**config.mk**
```make
export PLATFORM = sky130hd
export DESIGN_NAME = ibex_alu_seq
export DESIGN_NICKNAME = d
export VERILOG_FILES = /design/src/rtl/ibex_pkg.sv /design/src/rtl/ibex_alu_seq_imd_regs.sv /design/src/rtl/ibex_alu_seq.sv
export SDC_FILE = /design/constraint.sdc
export NUM_CORES = 1
export LEC_CHECK = 0
export CELL_PAD_IN_SITES_DETAIL_PLACEMENT = 1
export CELL_PAD_IN_SITES_GLOBAL_PLACEMENT = 1
export CORE_UTILIZATION = 25
export CTS_BUF_LIST = sky130_fd_sc_hd__clkbuf_16
export DETAILED_ROUTE_END_ITERATION = 6
export PLACE_DENSITY = 0.73
export REMOVE_ABC_BUFFERS = 1
export SYNTH_ARGS = -nofsm -noshare
export SYNTH_HDL_FRONTEND = slang
export SYNTH_SLANG_ARGS = --single-unit
export TNS_END_PERCENT = 1
```
**constraint.sdc**
```tcl
create_clock -name clk_i -period 3.82 [get_ports clk_i]
set_clock_uncertainty 0.05 [all_clocks]
set_input_delay 0.764 -clock clk_i [delete_from_list [all_inputs] [get_ports clk_i]]
set_output_delay 0.764 -clock clk_i [all_outputs]
set_load 0.02 [all_outputs]
```
**src/rtl/ibex_pkg.sv**
```systemverilog
// Shared ALU types for the ALU request sequencer: operator encoding, sequencer
// states, the intermediate-value register count and the multi-cycle operator test.
package ibex_pkg;

    typedef enum logic [6:0] {
        ALU_ADD,
        ALU_SUB,
        ALU_XOR,
        ALU_OR,
        ALU_AND,
        ALU_SRA,
        ALU_SRL,
        ALU_SLL,
        ALU_ROR,
        ALU_ROL,
        ALU_LT,
        ALU_LTU,
        ALU_GE,
        ALU_GEU,
        ALU_EQ,
        ALU_NE,
        ALU_SLT,
        ALU_SLTU,
        ALU_CMOV,
        ALU_CMIX,
        ALU_FSL,
        ALU_FSR
    } alu_op_e;

    typedef enum logic [2:0] {
        AluSeqIdle,
        AluSeqExec1,
        AluSeqExec2,
        AluSeqResp,
        AluSeqMd
    } ibex_alu_seq_state_e;

    localparam int unsigned AluImdNum = 2;

    // Operators that need a second ALU cycle and the intermediate-value registers.
    function automatic logic alu_op_multicycle(alu_op_e op);
        logic w_multi;
        case (op)
            ALU_ROR, ALU_ROL, ALU_CMOV, ALU_CMIX, ALU_FSL, ALU_FSR: w_multi = 1'b1;
            default:                                                w_multi = 1'b0;
        endcase
        return w_multi;
    endfunction

endpackage

```
**src/rtl/ibex_alu_seq_imd_regs.sv**
```systemverilog
// Intermediate-value registers written by the ALU during multi-cycle operations.
module ibex_alu_seq_imd_regs
    import ibex_pkg::*;
(
    input  logic                           clk_i,
    input  logic                           rst_i,
    input  logic                           en_i,
    input  logic [AluImdNum-1:0]           we_i,
    input  logic [AluImdNum-1:0][31:0]     d_i,
    output logic [AluImdNum-1:0][31:0]     q_o
);

    for (genvar g = 0; g < AluImdNum; g++) begin : g_imd
        logic [31:0] r_q;

        // Each entry loads only while an ALU operation is executing.
        always_ff @(posedge clk_i or posedge rst_i) begin
            if (rst_i) begin
                r_q <= '0;
            end else if (en_i && we_i[g]) begin
                r_q <= d_i[g];
            end
        end

        assign q_o[g] = r_q;
    end

endmodule

```
**src/rtl/ibex_alu_seq.sv**
```systemverilog
// ALU request sequencer: accepts one ALU request at a time, drives the shared ALU,
// registers the response and lends the ALU adder to the multiplier/divider when idle.
// Build option: IBEX_ALU_SEQ_MULTICYCLE_EN enables the second execute cycle and the
// intermediate-value registers; without it multi-cycle operators return an error.
module ibex_alu_seq
    import ibex_pkg::*;
(
    input  logic                       clk_i,
    input  logic                       rst_i,
    input  logic                       req_valid_i,
    output logic                       req_ready_o,
    input  alu_op_e                    req_op_i,
    input  logic [31:0]                req_a_i,
    input  logic [31:0]                req_b_i,
    output logic                       resp_valid_o,
    input  logic                       resp_ready_i,
    output logic [31:0]                resp_result_o,
    output logic                       resp_cmp_o,
    output logic                       resp_err_o,
    output alu_op_e                    alu_operator_o,
    output logic [31:0]                alu_operand_a_o,
    output logic [31:0]                alu_operand_b_o,
    output logic                       alu_instr_first_cycle_o,
    output logic [AluImdNum-1:0][31:0] alu_imd_val_q_o,
    input  logic [AluImdNum-1:0]       alu_imd_val_we_i,
    input  logic [AluImdNum-1:0][31:0] alu_imd_val_d_i,
    input  logic [31:0]                alu_result_i,
    input  logic                       alu_cmp_i,
    input  logic                       md_req_i,
    output logic                       md_gnt_o,
    output logic                       alu_multdiv_sel_o
);

    ibex_alu_seq_state_e r_state, w_state_d;
    alu_op_e             r_op;
    logic [31:0]         r_a, r_b, r_result;
    logic                r_cmp, r_err, r_fair;
    logic                w_md_take, w_md_hold, w_md_exit, w_accept;
    logic                w_multi, w_capture, w_err, w_exec;

    // Multdiv wins an idle-cycle tie unless it was the last one served.
    assign w_md_take   = (r_state == AluSeqIdle) && md_req_i && !(r_fair && req_valid_i);
    assign w_md_hold   = (r_state == AluSeqMd) && md_req_i;
    assign w_md_exit   = (r_state == AluSeqMd) && !md_req_i;
    assign req_ready_o = (r_state == AluSeqIdle) && !w_md_take && !rst_i;
    assign w_accept    = req_valid_i && req_ready_o;
    assign w_multi     = alu_op_multicycle(r_op);
    assign w_exec      = (r_state == AluSeqExec1) || (r_state == AluSeqExec2);

`ifdef IBEX_ALU_SEQ_MULTICYCLE_EN
    assign w_err = 1'b0;
`else
    assign w_err = w_multi;
`endif

    // Result is taken on the last execute cycle, whichever that is.
    assign w_capture = ((r_state == AluSeqExec1) && (w_state_d == AluSeqResp)) ||
                       (r_state == AluSeqExec2);

    // State register.
    always_ff @(posedge clk_i or posedge rst_i) begin
        if (rst_i) begin
            r_state <= AluSeqIdle;
        end else begin
            r_state <= w_state_d;
        end
    end

    // Next-state decode.
    always_comb begin
        w_state_d = r_state;
        case (r_state)
            AluSeqIdle: begin
                if (w_md_take) begin
                    w_state_d = AluSeqMd;
                end else if (w_accept) begin
                    w_state_d = AluSeqExec1;
                end
            end
            AluSeqExec1: begin
`ifdef IBEX_ALU_SEQ_MULTICYCLE_EN
                w_state_d = w_multi ? AluSeqExec2 : AluSeqResp;
`else
                w_state_d = AluSeqResp;
`endif
            end
`ifdef IBEX_ALU_SEQ_MULTICYCLE_EN
            AluSeqExec2: w_state_d = AluSeqResp;
`endif
            AluSeqResp:  if (resp_ready_i) w_state_d = AluSeqIdle;
            AluSeqMd:    if (!md_req_i) w_state_d = AluSeqIdle;
            default:     w_state_d = AluSeqIdle;
        endcase
    end

    // ALU and multdiv-grant outputs; the ALU sees ADD with zero operands when unused.
    always_comb begin
        alu_operator_o          = ALU_ADD;
        alu_operand_a_o         = '0;
        alu_operand_b_o         = '0;
        alu_instr_first_cycle_o = 1'b0;
        md_gnt_o                = w_md_take || w_md_hold;
        alu_multdiv_sel_o       = w_md_take || w_md_hold;
        if (w_exec) begin
            alu_operator_o          = r_op;
            alu_operand_a_o         = r_a;
            alu_operand_b_o         = r_b;
            alu_instr_first_cycle_o = (r_state == AluSeqExec1);
        end
    end

    // Request latch, response capture and fairness flag.
    always_ff @(posedge clk_i or posedge rst_i) begin
        if (rst_i) begin
            r_op     <= ALU_ADD;
            r_a      <= '0;
            r_b      <= '0;
            r_result <= '0;
            r_cmp    <= 1'b0;
            r_err    <= 1'b0;
            r_fair   <= 1'b0;
        end else begin
            if (w_accept) begin
                r_op <= req_op_i;
                r_a  <= req_a_i;
                r_b  <= req_b_i;
            end
            if (w_capture) begin
                r_result <= w_err ? 32'h0 : alu_result_i;
                r_cmp    <= w_err ? 1'b0 : alu_cmp_i;
                r_err    <= w_err;
            end
            if (w_md_exit) begin
                r_fair <= 1'b1;
            end else if (w_accept) begin
                r_fair <= 1'b0;
            end
        end
    end

    assign resp_valid_o  = (r_state == AluSeqResp);
    assign resp_result_o = r_result;
    assign resp_cmp_o    = r_cmp;
    assign resp_err_o    = r_err;

`ifdef IBEX_ALU_SEQ_MULTICYCLE_EN
    ibex_alu_seq_imd_regs u_imd_regs (
        .clk_i (clk_i),
        .rst_i (rst_i),
        .en_i  (w_exec),
        .we_i  (alu_imd_val_we_i),
        .d_i   (alu_imd_val_d_i),
        .q_o   (alu_imd_val_q_o)
    );
`else
    logic w_unused_imd;
    assign w_unused_imd    = ^{alu_imd_val_we_i, alu_imd_val_d_i};
    assign alu_imd_val_q_o = '0;
`endif

endmodule

```
==> results.sh <==
export IMPL_initial_core_util=0.255
export IMPL_viasPerCell=4.52
export IMPL_netlist_area_mm2=0.00580
export IMPL_hpwl_um=11500
export IMPL_ys_seq_area_frac=0.470
export IMPL_async_flop_share=1.00
export IMPL_drc=0
export IMPL_stdcell_count=976
export IMPL_clkTransAtPathRegs_ns=0.08
export IMPL_die_x_um=154
export IMPL_r2r_slack_ns=1.41
export IMPL_worstSetupPathType="reg2out"
export IMPL_area_delta_synth_final_pct=42.5
export IMPL_drtIter0Drc=136
export IMPL_setup_ws_ns=0.417
export IMPL_final_common_cell="clkdlybuf4s50_1"
export IMPL_timing_rr_start="r_state[2]$_DFF_PP0_"
export IMPL_die_area_mm2=0.0238
export IMPL_hold_start="r_b[25]$_DFFE_PP0P_"
export IMPL_crit_family="buffers and inverters"
export IMPL_hold_slack_ns=0.453
export IMPL_max_stage_delay_ns=0.69
export IMPL_grt_pass1_vias=4616
export IMPL_path_max_fanout=55
export IMPL_num_io_pins=349
export IMPL_worstSetupStartpointType="flip-flop"
export IMPL_numCtsBuffers=9
export IMPL_grt_pass1_wl_um=26800
export IMPL_vias=4410
export IMPL_synth_top_area_frac=0.470
export IMPL_fmax_mhz=294
export IMPL_cts_hold_buf=0
export IMPL_route_detailed_wl_per_inst_um=17.2
export IMPL_hold_violations=0
export IMPL_power_frac_seq=0.285
export IMPL_internal_power_mw=4.33
export IMPL_p_switching_mw=3.05
export IMPL_antenna_found_initial=0
export IMPL_nNetsFinal=861
export IMPL_cp_cell_sequence="xor2_4, buf_4, and3_1, clkdlybuf4s50_1"
export IMPL_first_pass_iters=4
export IMPL_grt_max_degree=56
export IMPL_p_comb_frac=0.592
export IMPL_slew_viol_final=0
export IMPL_synth_seq_cells=109
export IMPL_fin_setup_tns_ns=0
export IMPL_clkPwrFrac=0.123
export IMPL_layout_common_cells="clkdlybuf4s50_1 (218), dfrtp_1 (109), and3_1 (72), mux2_4 (70), conb_1 (64)"
export IMPL_htree_levels=3
export IMPL_vdd_drop_max_uv=340
export IMPL_finalSetupViolCount=0
export IMPL_worst_path_buf_inv=2
export IMPL_drv_cap=0
export IMPL_status="complete, no violations"
export IMPL_critPathSlowestCell="dfrtp_1"
export IMPL_synth_cells=489
export IMPL_fillers=2522
export IMPL_postCtsSetupBuffers=0
export IMPL_clock_root_buffer="clkbuf_16"
export IMPL_post_route_util=0.364
export IMPL_startpoint="r_state[1]$_DFF_PP0_"
export IMPL_grt_overflow_total=0
export IMPL_hp_class="reg2reg"
export IMPL_cts_sinks=109
export IMPL_gp_congestion=0.714
export IMPL_num_rows=55
export IMPL_fin_crit_ns=3.40
export IMPL_cts_resized=0
export IMPL_clk_latency_ns=0.35
export IMPL_drive_gt1_frac=0.159
export IMPL_synth_top_area_cell="dfrtp_1"
export IMPL_worstMarginPinSlew_ns=0.698
export IMPL_pre_cts_ws_ns=0.451
export IMPL_cts_buffer_depth=2
export IMPL_ant_nets=0
export IMPL_die_y_um=154
export IMPL_cp_required_ns=3.01
export IMPL_wirelength_um=16800
export IMPL_ys_warnings_count=0
export IMPL_synth_edf_count=0
export IMPL_crit_path_end_kind="output pin"
export IMPL_post_route_period_util=0.891
export IMPL_synthTopCellsByArea="dfrtp_1 (47%), mux2_4 (18%), buf_4 (8.5%), and3_1 (7.8%), a22oi_1 (4.3%)"
export IMPL_switching_share=0.413
export IMPL_leakage_nw=3.94
export IMPL_io_buffers=218
export IMPL_diodes=0
export IMPL_avgSynthCellArea_um2=11.9
export IMPL_tritoncts="built"
export IMPL_placedCellCount=960
export IMPL_power_density_mw_per_mm2=893
export IMPL_synth_main_ff_cell="dfrtp_1"
export IMPL_slew_headroom=0.534
export IMPL_grtUsageTotal=0.143
export IMPL_critPathArrivalTime_ns=2.59
export IMPL_yosysUniqueCellTypes=31
export IMPL_rsz0062_at_grt="no"
export IMPL_core_mm2=0.0227
synthesized netlist by cell type (2+ instances only):
cell type,count
nor4b_1,2
and3_1,72
inv_1,3
a22oi_1,33
buf_2,9
nand3_1,33
o21ai_0,34
nand2b_1,3
clkbuf_1,23
nand2_1,3
buf_4,66
mux2_4,70
buf_6,11
dfrtp_1,109
nor2_1,2
layout make-up:
type	instances	area, µm²	area share
timing repair buffer	232	2320	0.281
clock buffer	9	225	0.0273
tap	285	357	0.0431
sequential	109	2730	0.330
inverter	3	13.8	0.00167
multi-input combinational	331	2570	0.311
clock inverter	7	50.0	0.00606
worst paths after layout:
| path | end | cells after the start |
|---|---|---|
| setup / recovery | alu_operand_a_o[17] | 4 |
| hold / removal | r_b[25]$_DFFE_PP0P_ | 1 |
| setup reg to reg | r_b[3]$_DFFE_PP0P_ | 5 |
| hold reg to reg | r_b[25]$_DFFE_PP0P_ | 1 |
| max in group asynchronous | resp_result_o[12]$_DFFE_PP0P_ | 3 |
| min in group asynchronous | r_state[1]$_DFF_PP0_ | 2 |
power by group through the flow:
stage | Combinational, mW | Sequential, mW | Clock, mW
floorplan | 2.34 | 2.23 | 0
global placement | 4.35 | 2.09 | 0
detailed placement | 4.42 | 2.11 | 0
CTS | 4.44 | 2.11 | 0.955
global route | 4.70 | 2.18 | 0.993
finish | 4.37 | 2.10 | 0.907
kinds of logic (layout without fill, tap and decap cells):
logic type / after synthesis / after routing / synth area share
AO/OA/AOI/OAI: 73 / 73 / 0.0803
other: 1 / 64 / 0.000647
XOR/XNOR: 3 / 3 / 0.00712
AND/OR/NAND/NOR: 120 / 120 / 0.127
flip-flops: 109 / 109 / 0.470
buffers and inverters: 112 / 251 / 0.131
multiplexers: 71 / 71 / 0.183
flip-flops by register name (all words and copies together) (netlist names):
signal / cells
r_a: 32
r_b: 32
r_fair: 1
r_op: 7
r_state: 3
resp_cmp_o: 1
resp_err_o: 1
resp_result_o: 32
metrics by stage:
stage | area, µm² | power (mW)
CTS | 8260 | 7.50
global placement | 7990 | 6.44
global route | 8260 | 7.87
floorplan | 5290 | 4.57
finish | 8260 | 7.38
detailed placement | 7990 | 6.53
routing by layer:
layer | GRT usage | part of all wire | vias up | wire, µm
met1 | 0.178 | 0.42 | 2195 | 7120
met4 | 0.0504 | 0.015 | 0 | 248
met2 | 0.230 | 0.47 | 205 | 7870
met5 | 0 | 0 | - | 0
met3 | 0.0513 | 0.094 | 14 | 1580
li1 | - | - | 1996 | -
No activity file was read; power rests on OpenSTA's default activity.
